[src/rtl/rf_pkg.sv]
// Shared definitions for the register-file writeback scheduler.
// Holds the default widths, the writeback request bundle and the
// grant encoding used by the round-robin arbiter.
package rf_pkg;

   localparam int BIT_NUMBER      = 64;
   localparam int ADDR_NUMBER     = 5;
   localparam int REGISTER_NUMBER = 16;
   localparam int REG_IDX_W       = $clog2(REGISTER_NUMBER);

   typedef struct packed {
      logic                   valid;
      logic [ADDR_NUMBER-1:0] dest;
      logic [BIT_NUMBER-1:0]  data;
   } wb_req_t;

   typedef enum logic {
      GRANT_ALU = 1'b0,
      GRANT_MEM = 1'b1
   } grant_e;

   // Addresses at or above REGISTER_NUMBER have no backing register.
   function automatic logic inRange(input logic [ADDR_NUMBER-1:0] addr);
      return int'(addr) < REGISTER_NUMBER;
   endfunction

endpackage

[src/rtl/rf_wb_scheduler_if.sv]
// Bundle of the scheduler's issue, writeback and register-file signals.
// master: the surrounding pipeline (decode, ALU, load unit, register file).
// slave : the scheduler itself.
//   issue_*  : decode issue request and stall feedback
//   alu_*    : ALU writeback request/grant
//   mem_*    : load writeback request/grant
//   rf_*     : registered write port towards the register file
//   busy_mask, err_oob : scoreboard view and sticky out-of-range flag
interface rf_wb_if;
   import rf_pkg::*;

   logic                       issue_valid;
   logic [ADDR_NUMBER-1:0]     issue_src1;
   logic [ADDR_NUMBER-1:0]     issue_src2;
   logic [ADDR_NUMBER-1:0]     issue_dest;
   logic                       issue_ready;

   logic                       alu_valid;
   logic [ADDR_NUMBER-1:0]     alu_dest;
   logic [BIT_NUMBER-1:0]      alu_data;
   logic                       alu_ready;

   logic                       mem_valid;
   logic [ADDR_NUMBER-1:0]     mem_dest;
   logic [BIT_NUMBER-1:0]      mem_data;
   logic                       mem_ready;

   logic                       rf_write_enable;
   logic [ADDR_NUMBER-1:0]     rf_dest_addr;
   logic [BIT_NUMBER-1:0]      rf_write_data;
   logic [REGISTER_NUMBER-1:0] busy_mask;
   logic                       err_oob;

   modport master (
      output issue_valid, issue_src1, issue_src2, issue_dest,
      input  issue_ready,
      output alu_valid, alu_dest, alu_data,
      input  alu_ready,
      output mem_valid, mem_dest, mem_data,
      input  mem_ready,
      input  rf_write_enable, rf_dest_addr, rf_write_data, busy_mask, err_oob
   );

   modport slave (
      input  issue_valid, issue_src1, issue_src2, issue_dest,
      output issue_ready,
      input  alu_valid, alu_dest, alu_data,
      output alu_ready,
      input  mem_valid, mem_dest, mem_data,
      output mem_ready,
      output rf_write_enable, rf_dest_addr, rf_write_data, busy_mask, err_oob
   );

endinterface

[src/rtl/rr_arbiter2.sv]
// Two-way round-robin arbiter.
//   clk, reset : clock and synchronous active-high reset
//   req_i[0]   : ALU request, req_i[1] : load request
//   gnt_o      : one-hot grant, all zero while reset is high
module rr_arbiter2
   import rf_pkg::*;
(
   input  logic       clk,
   input  logic       reset,
   input  logic [1:0] req_i,
   output logic [1:0] gnt_o
);

   grant_e lastGrant_q, lastGrant_d;

   // Remember who won most recently; reset favours the ALU on the first tie.
   always_ff @(posedge clk) begin
      if (reset) begin
         lastGrant_q <= GRANT_MEM;
      end else begin
         lastGrant_q <= lastGrant_d;
      end
   end

   // On a tie the requester that did not win last time takes the port.
   always_comb begin
      gnt_o       = 2'b00;
      lastGrant_d = lastGrant_q;
      if (!reset) begin
         if (req_i[0] && (!req_i[1] || lastGrant_q == GRANT_MEM)) begin
            gnt_o       = 2'b01;
            lastGrant_d = GRANT_ALU;
         end else if (req_i[1]) begin
            gnt_o       = 2'b10;
            lastGrant_d = GRANT_MEM;
         end
      end
   end

endmodule

[src/rtl/rf_wb_scheduler.sv]
// Register-file scoreboard and write-port scheduler.
// Stalls issue on RAW/WAW hazards against in-flight results and shares
// the single register-file write port between ALU and load writeback.
//   clk, reset : clock and synchronous active-high reset
//   bus        : rf_wb_if slave (issue, alu, mem, rf write port, status)
module rf_wb_scheduler
   import rf_pkg::*;
(
   input  logic     clk,
   input  logic     reset,
   rf_wb_if.slave   bus
);

   logic [REGISTER_NUMBER-1:0] busy_q, busy_d;
   logic                       rfWe_q, rfWe_d;
   logic [ADDR_NUMBER-1:0]     rfAddr_q, rfAddr_d;
   logic [BIT_NUMBER-1:0]      rfData_q, rfData_d;
   logic                       errOob_q, errOob_d;

   wb_req_t    aluReq, memReq, winReq;
   logic [1:0] gnt;
   logic       issueFire;

   function automatic logic isBusy(input logic [REGISTER_NUMBER-1:0] mask,
                                   input logic [ADDR_NUMBER-1:0] addr);
      return inRange(addr) && mask[addr[REG_IDX_W-1:0]];
   endfunction

   assign aluReq = '{valid: bus.alu_valid, dest: bus.alu_dest, data: bus.alu_data};
   assign memReq = '{valid: bus.mem_valid, dest: bus.mem_dest, data: bus.mem_data};

   rr_arbiter2 uArb (
      .clk   (clk),
      .reset (reset),
      .req_i ({memReq.valid, aluReq.valid}),
      .gnt_o (gnt)
   );

   assign bus.alu_ready = gnt[0];
   assign bus.mem_ready = gnt[1];
   assign winReq        = gnt[1] ? memReq : aluReq;

   // Issue is blocked if any operand or the destination still awaits a result.
   assign bus.issue_ready = !reset &&
                            !(isBusy(busy_q, bus.issue_src1) ||
                              isBusy(busy_q, bus.issue_src2) ||
                              isBusy(busy_q, bus.issue_dest));
   assign issueFire = bus.issue_valid && bus.issue_ready;

   // Clear the bit being written this cycle, then apply a new issue so that
   // a same-register set overrides the clear.
   always_comb begin
      busy_d = busy_q;
      if (rfWe_q) begin
         busy_d[rfAddr_q[REG_IDX_W-1:0]] = 1'b0;
      end
      if (issueFire && inRange(bus.issue_dest)) begin
         busy_d[bus.issue_dest[REG_IDX_W-1:0]] = 1'b1;
      end
   end

   // Load the write port from the granted request; an out-of-range target is
   // dropped and only leaves the sticky error behind.
   always_comb begin
      rfWe_d   = 1'b0;
      rfAddr_d = rfAddr_q;
      rfData_d = rfData_q;
      errOob_d = errOob_q;
      if (|gnt) begin
         if (inRange(winReq.dest)) begin
            rfWe_d   = 1'b1;
            rfAddr_d = winReq.dest;
            rfData_d = winReq.data;
         end else begin
            errOob_d = 1'b1;
         end
      end
   end

   // All state updates on posedge so the negedge-write register file sees
   // settled values.
   always_ff @(posedge clk) begin
      if (reset) begin
         busy_q   <= '0;
         rfWe_q   <= 1'b0;
         rfAddr_q <= '0;
         rfData_q <= '0;
         errOob_q <= 1'b0;
      end else begin
         busy_q   <= busy_d;
         rfWe_q   <= rfWe_d;
         rfAddr_q <= rfAddr_d;
         rfData_q <= rfData_d;
         errOob_q <= errOob_d;
      end
   end

   assign bus.rf_write_enable = rfWe_q;
   assign bus.rf_dest_addr    = rfAddr_q;
   assign bus.rf_write_data   = rfData_q;
   assign bus.busy_mask       = busy_q;
   assign bus.err_oob         = errOob_q;

endmodule

[src/flat_wrapper.sv]
// flat-port wrapper written by rule: the top's interface ports become plain ports
module rf_wb_scheduler_flat import rf_pkg::*;
  (clk, reset, bus_issue_valid, bus_issue_src1, bus_issue_src2, bus_issue_dest, bus_issue_ready, bus_alu_valid, bus_alu_dest, bus_alu_data, bus_alu_ready, bus_mem_valid, bus_mem_dest, bus_mem_data, bus_mem_ready, bus_rf_write_enable, bus_rf_dest_addr, bus_rf_write_data, bus_busy_mask, bus_err_oob);
  rf_wb_if bus_i ();
  input  logic clk;
  input  logic reset;
  input wire logic [$bits(bus_i.issue_valid)-1:0] bus_issue_valid;
  input wire logic [$bits(bus_i.issue_src1)-1:0] bus_issue_src1;
  input wire logic [$bits(bus_i.issue_src2)-1:0] bus_issue_src2;
  input wire logic [$bits(bus_i.issue_dest)-1:0] bus_issue_dest;
  output wire logic [$bits(bus_i.issue_ready)-1:0] bus_issue_ready;
  input wire logic [$bits(bus_i.alu_valid)-1:0] bus_alu_valid;
  input wire logic [$bits(bus_i.alu_dest)-1:0] bus_alu_dest;
  input wire logic [$bits(bus_i.alu_data)-1:0] bus_alu_data;
  output wire logic [$bits(bus_i.alu_ready)-1:0] bus_alu_ready;
  input wire logic [$bits(bus_i.mem_valid)-1:0] bus_mem_valid;
  input wire logic [$bits(bus_i.mem_dest)-1:0] bus_mem_dest;
  input wire logic [$bits(bus_i.mem_data)-1:0] bus_mem_data;
  output wire logic [$bits(bus_i.mem_ready)-1:0] bus_mem_ready;
  output wire logic [$bits(bus_i.rf_write_enable)-1:0] bus_rf_write_enable;
  output wire logic [$bits(bus_i.rf_dest_addr)-1:0] bus_rf_dest_addr;
  output wire logic [$bits(bus_i.rf_write_data)-1:0] bus_rf_write_data;
  output wire logic [$bits(bus_i.busy_mask)-1:0] bus_busy_mask;
  output wire logic [$bits(bus_i.err_oob)-1:0] bus_err_oob;
  assign bus_i.issue_valid = bus_issue_valid;
  assign bus_i.issue_src1 = bus_issue_src1;
  assign bus_i.issue_src2 = bus_issue_src2;
  assign bus_i.issue_dest = bus_issue_dest;
  assign bus_issue_ready = bus_i.issue_ready;
  assign bus_i.alu_valid = bus_alu_valid;
  assign bus_i.alu_dest = bus_alu_dest;
  assign bus_i.alu_data = bus_alu_data;
  assign bus_alu_ready = bus_i.alu_ready;
  assign bus_i.mem_valid = bus_mem_valid;
  assign bus_i.mem_dest = bus_mem_dest;
  assign bus_i.mem_data = bus_mem_data;
  assign bus_mem_ready = bus_i.mem_ready;
  assign bus_rf_write_enable = bus_i.rf_write_enable;
  assign bus_rf_dest_addr = bus_i.rf_dest_addr;
  assign bus_rf_write_data = bus_i.rf_write_data;
  assign bus_busy_mask = bus_i.busy_mask;
  assign bus_err_oob = bus_i.err_oob;
  rf_wb_scheduler u_core (.clk(clk), .reset(reset), .bus(bus_i));
endmodule
[config.mk]
export PLATFORM = sky130hd
export DESIGN_NAME = rf_wb_scheduler_flat
export DESIGN_NICKNAME = d
export VERILOG_FILES = /design/src/rtl/rf_pkg.sv /design/src/rtl/rf_wb_scheduler_if.sv /design/src/rtl/rr_arbiter2.sv /design/src/rtl/rf_wb_scheduler.sv /design/src/flat_wrapper.sv
export SDC_FILE = /design/constraint.sdc
export NUM_CORES = 1
export LEC_CHECK = 0
export CAP_MARGIN = 5
export CELL_PAD_IN_SITES_DETAIL_PLACEMENT = 1
export CELL_PAD_IN_SITES_GLOBAL_PLACEMENT = 1
export CORE_MARGIN = 2
export CORE_UTILIZATION = 45
export CTS_CLUSTER_SIZE = 12
export DETAILED_ROUTE_END_ITERATION = 7
export DONT_BUFFER_PORTS = 1
export GPL_TIMING_DRIVEN = 0
export PLACE_DENSITY = 0.77
export SETUP_SLACK_MARGIN = 0.2
export SYNTH_ARGS = -nofsm -noshare
export SYNTH_HDL_FRONTEND = slang
export SYNTH_SLANG_ARGS = --single-unit
[constraint.sdc]
create_clock -name clk -period 5 [get_ports clk]
set_clock_uncertainty 0.05 [all_clocks]
set_input_delay 0.5 -clock clk [delete_from_list [all_inputs] [get_ports clk]]
set_output_delay 0.5 -clock clk [all_outputs]
set_load 0.005 [all_outputs]
Word level (Yosys, flattened, before mapping)
Cells that the tools add are included.
{ "totals": {"register_bits": 88, "inputBits": 158} }
{ "op_classes": {"n_reduce_logical": 20, "bitwise": 5, "magnitude_cmp": 10, "n_mux": 19} }
{ "op_table": {"columns": ["op", "count"], "rows": [
  ["$mux W69", 1],
  ["$mux W16", 2],
  ["$lt A4 B5 Y1 const B", 4],
  ["$lt A5 B5 Y1 const B", 4],
  ["$and A16 B16 Y16", 1],
  ["$not A16 Y16", 1],
  ["$or A16 B16 Y16", 1],
  ["$bmux W1 S4", 3],
  ["$logic_and A1 B1 Y1", 9],
  ["$demux W1 S4", 2],
  ["$ge A4 B1 Y1 const B", 2],
  ["$mux W1", 8],
  ["$mux W2", 3],
  ["$reduce_and A2 Y1", 2],
  ["$reduce_or A2 Y1", 2],
  ["$logic_not A1 Y1", 3],
  ["$logic_or A1 B1 Y1", 3],
  ["$not A1 Y1", 2],
  ["$reduce_bool A2 Y1", 1]
]} }

Logic depth before layout (Yosys ltp)
Gate-level depths: netlist of the first run.
{ "logic_depth": {"word_depth": 10, "depth_mapped": 8} }

Hierarchy
From an unflattened synthesis of the first run, not the netlist that was laid out.
{ "unflattened": {"cells_unflattened": 486, "area_unflattened_um2": 4440.5} }
{ "by_module_without_submodules": {"columns": ["mod", "n_inst", "area_per_inst_um2", "seq_area_each_um2", "cells_per_inst"], "rows": [
  ["rf_wb_scheduler", 1, 4383.0, 1741.7, 479],
  ["rr_arbiter2", 1, 57.6, 20.0, 7]
]} }

Worst setup path after synthesis of the first run
OpenSTA, ideal clock, no wires.
{ "synth_path": {"path_kind": "input -> output", "from": "in bus_issue_src1[0]", "to": "out bus_issue_ready", "path_slack_ns": 2.624, "required_time_ns": 4.450, "stages": 6, "t_arrival_ns": 1.826, "path_cell_list": "buf_2 > mux4_2 > o211ai_1 > nand3_2 > buf_4 > nor2_1"} }
{ "synth_via": {"elab_chain_cells": 7, "word_cells_on_any_way": 8} }
{ "synth_lines": {"columns": ["item", "line_no", "text"], "rows": [
  ["start, declared", "flat_wrapper.sv:8", "input wire logic [$bits(bus_i.issue_src1)-1:0] bus_issue_src1;"],
  ["$bmux W1 S4", "rf_wb_scheduler.sv:26", "return inRange(addr) && mask[addr[REG_IDX_W-1:0]];"],
  ["$mux W1 (not written as such)", "rf_wb_scheduler.sv:26", null],
  ["$logic_and A1 B1 Y1 (*)", "rf_wb_scheduler.sv:26", null],
  ["$logic_or A1 B1 Y1 (*)", "rf_wb_scheduler.sv:45", "!(isBusy(busy_q, bus.issue_src1) ||"],
  ["$logic_or A1 B1 Y1 (*)", "rf_wb_scheduler.sv:46", "isBusy(busy_q, bus.issue_src2) ||"],
  ["$logic_not A1 Y1 (*)", "rf_wb_scheduler.sv:45", null],
  ["$logic_and A1 B1 Y1 (*)", "rf_wb_scheduler.sv:44", "assign bus.issue_ready = !reset &&"],
  ["end, declared", "flat_wrapper.sv:11", "output wire logic [$bits(bus_i.issue_ready)-1:0] bus_issue_ready;"]
]} }
Mark *: on every way between the ends. The rest lies on a longest branch, timed or not. The select of a mux whose other input is x is not followed.

Worst setup path after layout of the first run
{ "layout_path": {"from": "reg u_core.busy_q[2], in the netlist u_core.bus.busy_mask[2]", "to": "out bus_issue_ready"} }
{ "layout_via": {"elab_chain_cells": 7, "word_cells_on_any_way": 13} }
{ "layout_lines": {"columns": ["item", "line_no", "text"], "rows": [
  ["start, declared", "rf_wb_scheduler.sv:14", "logic [REGISTER_NUMBER-1:0] busy_q, busy_d;"],
  ["start signal, assigned", "rf_wb_scheduler.sv:90", "busy_q <= busy_d;"],
  ["$bmux W1 S4", "rf_wb_scheduler.sv:26", null],
  ["$mux W1 (not written as such)", "rf_wb_scheduler.sv:26", null],
  ["$logic_and A1 B1 Y1", "rf_wb_scheduler.sv:26", null],
  ["$logic_or A1 B1 Y1", "rf_wb_scheduler.sv:45", null],
  ["$logic_or A1 B1 Y1 (*)", "rf_wb_scheduler.sv:46", null],
  ["$logic_not A1 Y1 (*)", "rf_wb_scheduler.sv:45", null],
  ["$logic_and A1 B1 Y1 (*)", "rf_wb_scheduler.sv:44", null]
]} }
Marked as above.

==> run_results.csv, run 1 <==
group,metric,value,unit
yosys,synth_top_area_share,39.9,%
run,maxCapViolCount,0,
outcome,status,"complete, no violations",
floorplanning,dieArea,10600,um2
yosys,ys_top_cells_by_area,"dfxtp_1 40%, mux2i_1 19%, a211oi_1 12%, nor2_1 6.5%, mux4_2 2.0%",
clock_tree,cts_tree,"yes",
min_path,hold_path.class,"in2reg",
yosys,syn_nets,629,
global_route,overflow,0,
clock_tree,cts_max_level,3,
worst_setup_path,worst-path-stages,6,
power_and_ir_drop,p_per_area,339,nW/um2
cells_and_area,area_delta_synth_final,9.57,%
yosys,synth_top_area_cell,"dfxtp_1",
placement,gp_congestion,0.836,
sta,hold_ws,244,ps
sta,rsz0062_at_grt,"no",
power_and_ir_drop,total_power,1.64,mW
clock_tree,cts-root-buf,"clkbuf_8",
sta,setup_ws,2340,ps
yosys,synthCells,471,
yosys,netlist_area,4420,um2
detailed_routing,vias,3768,
sta,relSlewSlack,49.0,%
sta,layout_min_cycle_time,2660,ps
placement,placed_cells,604,
cells_and_area,insertedDiodeCount,0,
sta,setup_viol,0,
sta,max_freq,0.376,GHz
worst_setup_path,path_buf_inv,1,
clock_tree,ctsResizeCount,0,
floorplanning,die_w,103,um
placement,io_buffers,0,
clock_tree,cts_num_sinks,88,
worst_setup_path,max_stage_delay,480,ps
worst_setup_path,worstPathArrival,2110,ps
worst_setup_path,crit_type,"reg2out",
power_and_ir_drop,power_leakage,1.66,nW
detailed_routing,antenna_left,0,
floorplanning,coreArea,9640,um2
worst_setup_path,cp-start-kind,"register",
worst_setup_path,reg2regPathDepth,7,
global_route,grt_antenna_before_repair,0,
yosys,synth-main-ff-cell,"dfxtp_1",
detailed_routing,wirelength,14.1,mm
worst_setup_path,crit_required,4450,ps
detailed_routing,drt_iter0_markers,87,
placement,place_ws,2390,ps
yosys,ys_ff_latch,88,
floorplanning,pin_count,248,
sta,final_hold_viol_count,0,
power_and_ir_drop,irDropWorstVdd,0.159,mV
detailed_routing,wl_per_cell,22.8,um
yosys,synth_edf_count,0,
worst_setup_path,crit_path_max_fanout,10,
yosys,ys_types,42,
cells_and_area,stdcell_count,619,
floorplanning,start_util,45.8,%
placement,hpwl,11.0,mm
detailed_routing,firstDrtPassIters,4,
clock_tree,numCtsBuffers,9,
sta,worst_pin_slew,763,ps
cells_and_area,final_cell_mix,"88 x dfxtp_1, 83 x mux2i_1, 76 x nor2_1",
sta,fin_tns_setup,0,ps
yosys,synthArstFlopShare,0,%
yosys,ys_warn_count,0,
worst_setup_path,critPathCaptureType,"output port",
clock_tree,path_clk_slew,90,ps
worst_setup_path,crit_slowest_cell,"mux4_2",
floorplanning,fp.dieH,103,um
floorplanning,rows,36,
cells_and_area,layout_commonest_cell,"dfxtp_1",
sta,drv_slew,0,
cells_and_area,nets,640,
sta,post-route-period-util,53.2,%
cells_and_area,drive_above_1_share,10.3,%
yosys,avgSynthCellArea,9.38,um2
global_route,grt_max_degree,15,
worst_setup_path,cpLargestDelayFamily,"multiplexers",
clock_tree,clk_latency,360,ps
clock_tree,holdBufCountCts,0,
min_path,hold_depth,2,
worst_setup_path,path_cells,"mux4_2 -> nand2b_4 -> a31oi_4 -> buf_6 -> o211ai_1 -> nor2_1",
global_route,track_usage,24.8,%
global_route,grt_pass1_vias,3854,
detailed_routing,post-route-drc-count,0,
clock_tree,cts_buffer_depth,2,
detailed_routing,via_per_inst,6.09,
global_route,grt_pass1_wl,20.1,mm
yosys,yosysSeqAreaShare,39.9,%
clock_tree,cts_setup_buffers,0,
worst_setup_path,reg2reg_slack,2920,ps
==> through the flow <==
stage | area, um2 | utilization [%]
after floorplan | 4420 | -
after global placement | 4590 | 47.6
after detailed placement | 4590 | 47.6
after CTS | 4840 | 50.2
after global routing | 4840 | 50.2
final | 4840 | 50.2
==> Yosys cell counts, types with 2 or more instances <==
master and instances:
dfxtp_1 88, nor3b_1 2, mux4_2 4, o211ai_1 12, buf_1 2, o21ai_1 10, nand2_1 7, o311ai_0 3
inv_1 3, clkbuf_1 17, buf_6 4, a221oi_1 2, o21ai_0 6, mux2i_1 83, nor2_1 76, buf_2 16
nand2b_1 5, nand4_1 10, nand3b_1 4, and3_1 8, a211oi_1 69, buf_4 2, a22oi_1 3, nor2b_1 3
nand3_1 15
==> routing by layer <==
layer	wire length [um]	GRT usage [%]	part of all wire, %	vias to the layer above
met5	0	0	0	-
met4	231	8.00	1.6	0
met3	1170	6.44	8.3	20
met2	7230	44.7	51	184
met1	5500	28.5	39	1795
li1	-	-	-	1769
==> worst reg2reg max path, delay by kind of cell, from the launching register on <==
family,cells,cell delay [ps]
AO/OA/AOI/OAI,2,390
buffers and inverters,3,930
flip-flops,1,330
AND/OR/NAND/NOR,2,240
==> cell families after synthesis <==
group | synth area share [%]
AND/OR/NAND/NOR | 15.4
AO/OA/AOI/OAI | 18.5
multiplexers | 21.1
flip-flops | 39.9
buffers and inverters | 5.12
==> state kept, by name (all words and copies together) (netlist names) <==
register	count
u_core.bus.rf_write_data	64
u_core.bus.busy_mask	16
u_core.bus.rf_dest_addr	5
u_core.bus.err_oob	1
u_core.bus.rf_write_enable	1
u_core.uArb.lastGrant_q	1
==> path summary, 6_finish.rpt <==
path	endpoint	startpoint
worst max register to register	u_core.bus.rf_write_data[0]	u_core.uArb.lastGrant_q
worst max-delay path	bus_issue_ready	u_core.bus.busy_mask[2]
worst min register to register	u_core.bus.rf_write_data[9]	u_core.bus.rf_write_data[9]
worst min-delay path	u_core.uArb.lastGrant_q	bus_mem_valid
==> cell type report <==
cell class | count | area [um2]
Fill cell | 1132 | 4800
Multi-Input combinational cell | 338 | 2430
Sequential cell | 88 | 1760
Buffer | 41 | 211
Tap cell | 133 | 166
Clock inverter | 5 | 129
Clock buffer | 10 | 128
Inverter | 4 | 15.0
==> power breakdown <==
group / switching [mW] / leakage (nW) / total (mW) / internal [mW]
clock: 0.261 / 0.127 / 0.643 / 0.382
combinational: 0.127 / 0.816 / 0.212 / 0.0848
sequential: 0.0417 / 0.721 / 0.787 / 0.745
Power figures use the tool's default switching activity.
==> run 2: changes to the inputs <==
Settings changed: CORE_UTILIZATION 45 to 41, PLACE_DENSITY 0.77 to 0.74.
Clock period 5 ns to 2.4 ns, I/O delays scaled along.
==> run 2 against run 1 <==
Combinational power is 120% higher. Setup slack got worse by 2100 ps. First-iteration DRC count up 86%. Sequential power is 110% higher. Cell area rose by 2.2%. Critical path depth did not move. Flip-flop and latch count did not move. Total power grew 100%. Worst hold slack got worse by 210 ps. Wire length increased by 0.59%. Clock-buffer cell count fell by 1. Clock power is 96% higher. Critical endpoint unchanged.
==> run_results.csv, run 2 (synthesis gave the netlist of run 1 again) <==
group,metric,value,unit
cells_and_area,multi_input_area,2430,um2
floorplanning,rows,37,
clock_tree,cts_buffer_depth,2,
sta,final_hold_viol_count,0,
clock_tree,cts_max_level,3,
detailed_routing,firstDrtPassIters,4,
cells_and_area,drive_above_1_share,15.3,%
worst_setup_path,worstPathArrival,1920,ps
floorplanning,fp.dieH,108,um
cells_and_area,nets,649,
sta,drv_slew,0,
global_route,overflow,0,
cells_and_area,regArea,1790,um2
clock_tree,clk_latency,360,ps
detailed_routing,vias,3812,
placement,place_ws,314,ps
detailed_routing,drt_iter0_markers,162,
sta,rsz0062_at_grt,"yes",
detailed_routing,via_per_inst,6.03,
worst_setup_path,cp-start-kind,"register",
clock_tree,cts_num_sinks,88,
floorplanning,coreArea,10400,um2
sta,max_freq,0.453,GHz
min_path,hold_path.class,"in2reg",
worst_setup_path,crit_path_max_fanout,5,
worst_setup_path,crit-reg2reg-launch,"u_core.uArb.lastGrant_q",
sta,setup_ws,192,ps
cells_and_area,stdcell_count,632,
detailed_routing,wirelength,14.2,mm
cells_and_area,largest_register_ffs,64,
worst_setup_path,r2r-end,"u_core.bus.rf_write_data[53]",
floorplanning,start_util,42.4,%
sta,fin_tns_setup,0,ps
worst_setup_path,crit_type,"reg2out",
sta,setup_viol,0,
detailed_routing,wl_per_cell,22.5,um
detailed_routing,post-route-drc-count,0,
power_and_ir_drop,power_leakage,1.71,nW
worst_setup_path,path_cells,"mux4_2 -> nand2b_4 -> a31oi_4 -> buf_6 -> o211ai_1 -> nor2_2",
power_and_ir_drop,irDropWorstVdd,0.346,mV
worst_setup_path,critPathCaptureType,"output port",
worst_setup_path,path_buf_inv,1,
floorplanning,die_w,108,um
clock_tree,cts-root-buf,"clkbuf_8",
cells_and_area,layout_commonest_cell,"mux2i_1",
global_route,grt_pass1_wl,21.0,mm
global_route,grt_pass1_vias,3972,
cells_and_area,area_delta_synth_final,11.9,%
clock_tree,path_clk_slew,90,ps
clock_tree,numCtsBuffers,9,
placement,placed_cells,607,
min_path,worstHoldStart,"bus_alu_valid",
global_route,track_usage,23.6,%
placement,hpwl,10.8,mm
floorplanning,pin_count,248,
cells_and_area,insertedDiodeCount,0,
worst_setup_path,max_stage_delay,470,ps
worst_setup_path,critPathLaunch,"u_core.bus.busy_mask[7]",
clock_tree,cts_tree,"yes",
global_route,grt_antenna_before_repair,0,
sta,post-route-period-util,92.0,%
detailed_routing,antenna_left,0,
power_and_ir_drop,p_per_area,677,nW/um2
sta,worst_pin_slew,737,ps
sta,layout_min_cycle_time,2210,ps
worst_setup_path,crit_required,2110,ps
outcome,status,"complete, no violations",
floorplanning,dieArea,11600,um2
worst_setup_path,cpLargestDelayFamily,"multiplexers",
cells_and_area,nFillCells,1204,
min_path,hold_end,"u_core.uArb.lastGrant_q",
worst_setup_path,crit_slowest_cell,"mux4_2",
cells_and_area,final_cell_mix,"83 x mux2i_1, 75 x nor2_1, 73 x dfxtp_1",
placement,gp_congestion,0.826,
placement,io_buffers,0,
worst_setup_path,reg2regPathDepth,7,
min_path,hold_depth,3,
worst_setup_path,reg2reg_slack,300,ps
run,maxCapViolCount,0,
sta,relSlewSlack,50.7,%
global_route,grt_max_degree,16,
power_and_ir_drop,total_power,3.35,mW
-- run 2: cell types whose count changed in the layout (fill, tap and decap cells not counted), sizes merged --
cell         change
clkinvlp         +1
inv              -1
bufinv           -1
dlygate4sd3      +3
clkinv           +3
buf              +6
clkbuf           -1
-- run 2: repair_timing --
item                                    in CTS  in global routing
hold endpoints to repair                     2                  0
pin swaps                                    3                  4
hold buffers                                 3                  0
resized for setup                           11                 15
setup buffers                                3                  3
endpoints found under the setup margin       1                 12
-- run 2: tightest hold or removal path, delay by kind of cell --
kind	cells	cell delay [ps]
compound gates	1	70
simple gates	2	100
-- run 2: how the worst max path moves through the flow --
| stage | depth (start not counted) | slack, ps | to |
|---|---|---|---|
| 2_1_floorplan | 6 | 540 | bus_issue_ready |
| 5_1_grt | 6 | 120 | bus_issue_ready |
| 6_report | 6 | 190 | bus_issue_ready |
| 3_3_place_gp | 7 | 360 | u_core.bus.rf_write_data[58] |
| 3_5_place_dp | 7 | 310 | u_core.bus.rf_write_data[55] |
| 4_1_cts | 6 | 150 | bus_issue_ready |
-- run 2: metal layers --
metal,part of all wire [%],track usage [%],up-vias,routed length [um]
li1,-,-,1807,-
met1,40,27.6,1812,5750
met2,50,41.6,175,7170
met3,7.7,6.11,18,1090
met4,1.4,8.06,0,201
met5,0,0,-,0
-- run 2: stage by stage --
stage | area, um2 | hold WS [ps] | util (%)
5_1_grt | 4950 | 48.1 | 47.5
3_3_place_gp | 4590 | 337 | 44.1
2_1_floorplan | 4420 | 322 | -
3_5_place_dp | 4590 | 330 | 44.1
6_report | 4950 | 37.8 | 47.5
4_1_cts | 4900 | 17.9 | 47.0
-- run 2: cell type report --
| class | count | area share, % |
|---|---|---|
| Timing Repair Buffer | 9 | 1.52 |
| Tap cell | 136 | 3.44 |
| Sequential cell | 88 | 36.1 |
| Multi-Input combinational cell | 338 | 49.2 |
| Inverter | 4 | 0.303 |
| Clock buffer | 9 | 2.50 |
| Clock inverter | 7 | 2.43 |
| Buffer | 41 | 4.53 |
-- run 2: power by group --
group          switching [mW]  internal, mW
clock network           0.563         0.693
logic                   0.266         0.192
registers              0.0835          1.55
